===== src/rtl/lfsr_gen.sv =====
// lfsr_gen: parametrised Fibonacci/Galois LFSR with runtime seed load,
// step enable, all-zero lock-up recovery and period-length measurement.
module lfsr_gen #(
  parameter int               WIDTH = 4,
  parameter int               MODE  = 0,
  parameter logic [WIDTH-1:0] TAPS  = WIDTH'(4'b1100),
  parameter logic [WIDTH-1:0] POLY  = WIDTH'(4'b1001),
  parameter logic [WIDTH-1:0] SEED  = WIDTH'(4'b0001),
  parameter int               CNT_W = 16
) (
  input  logic             clk,
  input  logic             reset,
  input  logic             load,
  input  logic [WIDTH-1:0] seed_in,
  input  logic             enable,
  output logic [WIDTH-1:0] q,
  output logic             bit_out,
  output logic             lockup,
  output logic             period_done,
  output logic [CNT_W-1:0] period_len
);

  localparam logic [CNT_W-1:0] CNT_MAX = '1;

  logic [WIDTH-1:0] q_q, q_d;
  logic [WIDTH-1:0] start_q, start_d;
  logic [CNT_W-1:0] cnt_q, cnt_d;
  logic [CNT_W-1:0] plen_q, plen_d;
  logic             lock_q, lock_d;
  logic             pd_q, pd_d;

  logic [WIDTH-1:0] step_nxt;
  logic [CNT_W-1:0] cnt_inc;

  // One LFSR step from the current state, in the selected form.
  always_comb begin
    if (MODE == 0) begin
      step_nxt = {q_q[WIDTH-2:0], ^(q_q & TAPS)};
    end else begin
      step_nxt = {q_q[WIDTH-2:0], 1'b0} ^ (q_q[WIDTH-1] ? POLY : '0);
    end
  end

  // Step counter increment, saturating so a very long period never wraps.
  always_comb begin
    cnt_inc = (cnt_q == CNT_MAX) ? CNT_MAX : cnt_q + CNT_W'(1);
  end

  // Next-state selection: load beats enable, enable beats hold.
  always_comb begin
    // NOTE: every target gets a default first so no path can infer a latch;
    // the pulse defaults of 0 are also what makes them single-cycle.
    q_d     = q_q;
    start_d = start_q;
    cnt_d   = cnt_q;
    plen_d  = plen_q;
    lock_d  = 1'b0;
    pd_d    = 1'b0;
    if (load) begin
      cnt_d = '0;
      if (seed_in != '0) begin
        q_d     = seed_in;
        start_d = seed_in;
      end else begin
        q_d     = SEED;
        start_d = SEED;
        lock_d  = 1'b1;
      end
    end else if (enable) begin
      if (q_q == '0) begin
        // A zero state would stick forever; restart from the safe seed.
        q_d     = SEED;
        start_d = SEED;
        cnt_d   = '0;
        lock_d  = 1'b1;
      end else begin
        q_d = step_nxt;
        if (step_nxt == start_q) begin
          pd_d   = 1'b1;
          plen_d = cnt_inc;
          cnt_d  = '0;
        end else begin
          cnt_d = cnt_inc;
        end
      end
    end
  end

  // State register with asynchronous active-high reset.
  always_ff @(posedge clk or posedge reset) begin
    // NOTE: sequential state uses non-blocking assignments so every register
    // samples the pre-edge values regardless of statement order.
    if (reset) begin
      q_q     <= SEED;
      start_q <= SEED;
      cnt_q   <= '0;
      plen_q  <= '0;
      lock_q  <= 1'b0;
      pd_q    <= 1'b0;
    end else begin
      q_q     <= q_d;
      start_q <= start_d;
      cnt_q   <= cnt_d;
      plen_q  <= plen_d;
      lock_q  <= lock_d;
      pd_q    <= pd_d;
    end
  end

  assign q           = q_q;
  assign bit_out     = q_q[WIDTH-1];
  assign lockup      = lock_q;
  assign period_done = pd_q;
  assign period_len  = plen_q;

endmodule


===== config.mk =====
export PLATFORM = sky130hd
export DESIGN_NAME = lfsr_gen
export DESIGN_NICKNAME = d
export VERILOG_FILES = /design/src/rtl/lfsr_gen.sv
export SDC_FILE = /design/constraint.sdc
export NUM_CORES = 1
export LEC_CHECK = 0
export CAP_MARGIN = 5
export CORE_UTILIZATION = 30
export DETAILED_ROUTE_END_ITERATION = 8
export GPL_TIMING_DRIVEN = 0
export SYNTH_ARGS = -nofsm -noshare
export SYNTH_HDL_FRONTEND = slang
export SYNTH_SLANG_ARGS = --single-unit

===== constraint.sdc =====
create_clock -name clk -period 2 [get_ports clk]
set_input_delay 0.4 -clock clk [delete_from_list [all_inputs] [get_ports clk]]
set_output_delay 0.4 -clock clk [all_outputs]
set_load 0.02 [all_outputs]

-- Yosys cells after proc, flatten, opt, wreduce, memory -nomap -nowiden
Index checks and enable logic that the tools add are counted.
- add/sub/neg operators: 1
- equality and inequality tests: 2
- muxes and demuxes: 20
- bitwise gates (word level): 2
- reductions and logical operators: 7
- operators by type and width (operator ; number):
    16-bit 2-to-1 mux ; 5
    4-bit 2-to-1 mux ; 7
    16-bit by 1-bit adder with 16-bit output (second input constant) ; 1
    16-bit == test (second input constant) ; 1
    1-bit 2-to-1 mux ; 8
    4-bit == test ; 1
    4-bit logical NOT ; 1
    4-bit AND reduction ; 1
    2-bit nonzero test ; 2
    4-bit nonzero test ; 1
    4-bit XOR reduction ; 1
    1-bit inverter ; 2
    2-bit AND reduction ; 1
- register bits after elaboration: 42
- input bits: 8

-- Depth between registers and ports, before layout
- depth after elaboration: 6
- mapped depth: 9
- mapped depth without buffers: 7

-- Worst setup path before layout
Ideal clock, no wire load.
- path kind: register -> register
- start point: register q_q[2] (netlist: q[2])
- end point: register plen_q[0] (netlist: period_len[0])
- library setup time: 125 ps
- arrival: 2180 ps
- required time: 1875 ps
- setup slack: -305 ps
- stages on the path, launching flop included: 10
- buffers on the path: 2
- clock period less this slack: 2305 ps
- cell sequence: dfrtp_1 inv_1 ha_1 nor3b_2 or3b_1 buf_6 or2_4 inv_4 buf_12 mux2_4
- word-level cells in the longest chain between the ends: 3
- RTL lines (what ; RTL line ; text):
    from (decl) ; 25 ; logic [WIDTH-1:0] q_q, q_d;
    from (signal assigned) ; 101 ; q_q <= q_d;
    4-bit XOR reduction / 4-bit logical NOT (equally long branches) ; 38, 70 ;
    4-bit == test / 1-bit inverter (equally long branches) ; -- ;
    4-bit AND reduction (no line) * ; -- ;
    to (signal assigned) ; 104 ; plen_q <= plen_d;
    to (decl) ; 28 ; logic [CNT_W-1:0] plen_q, plen_d;
Mark *: on every way between the ends. The rest lies on a longest branch, timed or not.
A chain may end at the register's enable or synchronous reset.

-- Worst setup path after layout
- start point: register q_q[3] (netlist: q[3])
- end point: register plen_q[0] (netlist: period_len[0])
Same word-level chain as after synthesis.

==> impl_metrics.csv <==
group,metric,value,unit
outcome,status,"finished, final reports clean",
place,place_ws,-0.494,ns
flow_run,drv_cap,0,
route,wl,5.75,mm
critical_path,path_buf_inv,3,
grt,antenna_found_initial,0,
grt,grt_max_degree,34,
sta,setup_viol,0,
hold_path,hold_class,"in -> async",
yosys,synthTopCellsByArea,"dfrtp_1 (44%), xnor2_1 (4.2%), o21ai_0 (3.8%), nand2_1 (3.6%), o211ai_1 (3.3%)",
critical_path,crit_fanout,5,
clock_network,cts_tree,"yes",
layout,postLayoutCellArea,0.00311,sq mm
route,vias,2018,
sta,maxSlewViolCount,0,
floorplanning,core-area,0.00729,sq mm
floorplanning,die_h,89.0,um
critical_path,cp-start-kind,"flip-flop",
route,postRouteAntennaNets,0,
sta,final.setup.worst_slack,0.0160,ns
grt,track_usage,15.4,%
sta,max_slew_margin,66.5,%
route,via_per_inst,5.24,
critical_path,crit_path_end_kind,"flip-flop",
layout,antennaDiodeCount,0,
route,drc,0,
yosys,ys_ff_latch,42,
layout,syn_to_final_growth,37.0,%
place,dp.final_hpwl,3.84,mm
clock_network,hold_buffers,0,
grt,grt_pass1_vias,1886,
sta,setup_tns,0,ns
clock_network,clk-insertion-delay-late,0.30,ns
yosys,synthesis.instances,230,
critical_path,reg2regPathDepth,8,
sta,hold_viol_final,0,
yosys,synth.net_count,240,
floorplanning,die_x,89.0,um
critical_path,required,2.18,ns
clock_network,cts.path.max_buffers,2,
clock_network,clk_pin_slew,0.08,ns
clock_network,clock_sinks,42,
layout,final_cell_mix,"dfrtp_1 (38), clkdlybuf4s50_1 (29), nand2_1 (22), buf_4 (18), o21ai_0 (17)",
yosys,post-synth-top-area-fraction,44.1,%
critical_path,path_depth,8,
sta,finalCritPeriodShare,99.2,%
yosys,netlist_area,0.00227,sq mm
sta,worst-slew-pin-transition,0.502,ns
power_and_ir_drop,irDropWorstVdd,457,uV
clock_network,cts_root_buf,"clkbuf_8",
clock_network,cts_buffers,5,
layout,drive_above_1_share,24.1,%
floorplanning,dieArea,0.00791,sq mm
yosys,avgSynthCellArea,9.86,sq um
route,first_pass_iters,4,
critical_path,crit_family,"simple AND/OR/NAND/NOR gates",
grt,grt_overflow_total,0,
route,wl_per_cell,14.9,um
sta,fmax,504,MHz
floorplanning,start_util,31.1,%
floorplanning,ios,31,
yosys,yosysSeqAreaShare,46.4,%
place,gp_congestion,0.828,
power_and_ir_drop,powerDensity,849,mW/mm^2
route,dr.first_iter.drc_count,102,
layout,layout.nets,295,
sta,rsz0062_at_grt,"true",
sta,fin_skew,0.0107,ns
critical_path,path_cells,"inv_2, ha_4, nor3b_4, or3b_4, or2_4, inv_6, buf_12, mux2_4",
yosys,synth_area_leader_cell,"dfrtp_1",
place,portBuffers,29,
yosys,synth_cell_types,47,
critical_path,crit_arrival,2.16,ns
sta,layout_min_cycle_time,1.98,ns
layout,final_common_cell,"dfrtp_1",
critical_path,critical-path-max-stage-delay,0.40,ns
floorplanning,num_rows,31,
clock_network,cts.htree.levels,2,
yosys,yosysWarnings,0,
place,dpl_cell_area,0.00271,sq mm
critical_path,slowest_stage,"or3b_4",
critical_path,critical_path_class,"reg -> reg",
grt,grt_pass1_wl,9.29,mm
power_and_ir_drop,power.leakage,1.23,nW
==> kinds of logic (layout without fill, tap and decap cells) <==
family          Yosys count  in the layout  synth area share [%]
fa+ha+maj                 2              2                  1.10
compound gates           67             67                  20.6
mux                       7              7                  3.53
flops                    42             42                  46.4
xor+xnor                 11             11                  4.25
buf+inv                  29             85                  6.34
simple gates             72             72                  17.8
==> metrics by stage <==
stage / power [mW] / std cells / hold WS [ns] / utilization [%]
2_1_floorplan: 1.54 / 230 / 0.514 / -
3_3_place_gp: 1.88 / 358 / 0.478 / 36.9
5_1_grt: 2.76 / 385 / 0.377 / 42.6
6_report: 2.64 / 385 / 0.331 / 42.6
4_1_cts: 2.65 / 380 / 0.332 / 41.6
3_5_place_dp: 1.89 / 359 / 0.474 / 37.2
==> layer usage <==
layer	GRT usage (%)	share of wire (%)	vias to the layer above
li1	-	-	976
met1	21.0	46	989
met2	24.9	48	42
met3	2.22	3.2	11
met4	6.20	2.2	0
met5	0	0	-
==> sequential cells by signal, summed over array words and instances, names as in the netlist <==
name,count
cnt_q,16
period_len,16
q,4
start_q,4
lockup,1
period_done,1
==> power breakdown <==
part | total, mW | switching, mW | internal (mW)
clock network | 0.669 | 0.295 | 0.374
registers | 1.09 | 0.100 | 0.994
logic | 0.873 | 0.389 | 0.483
==> cells in the mapped netlist (all sizes together) <==
master and n:
dfrtp 40, nand2 22, o21ai 19, inv 13, xnor2 11, o211ai 10
a31oi 9, clkbuf 9, nor4 9, a2bb2oi 8, o22ai 8, buf 7
nor2 6, nor3 6, mux2 5, nand3 5, nand4 5, or4 5
a21oi 3, nor3b 3, o21a 3, a32o 2, dfstp 2, ha 2
mux2i 2, nand2b 2, nor2b 2, or3 2, or3b 2, nand3b 1
nand4b 1, o21bai 1, o22a 1, o311ai 1, o31ai 1, o41a 1
or2 1
==> path summary, 6_finish.rpt <==
check | from | end | slack (ns)
max in group asynchronous | reset | cnt_q[13]$_DFFE_PP0P_ | 1.21
hold / removal | reset | start_q[3]$_DFFE_PP0P_ | 0.33
setup / recovery | q[3]$_DFFE_PP0P_ | period_len[0]$_DFFE_PP0P_ | 0.02
min in group clk | period_len[3]$_DFFE_PP0P_ | period_len[3]$_DFFE_PP0P_ | 0.50
setup reg to reg | q[3]$_DFFE_PP0P_ | period_len[0]$_DFFE_PP0P_ | 0.02
hold reg to reg | period_len[3]$_DFFE_PP0P_ | period_len[3]$_DFFE_PP0P_ | 0.50
==> area by class of cell <==
type | count | area [sq um]
plain buffers | 14 | 86.3
clock buffers | 7 | 76.3
clock inverters | 1 | 30.0
fillers | 761 | 4190
inverters | 13 | 53.8
multi-input cells | 159 | 1180
flip-flops and latches | 42 | 1060
well taps | 99 | 124
repair buffers | 50 | 502
==> repair_timing <==
action                     in CTS  in global routing
setup buffers                  13                  7
setup endpoints to repair      33                 32
pin swaps                       3                  7
resized for setup              14                 17
Power figures use the tool's default switching activity.
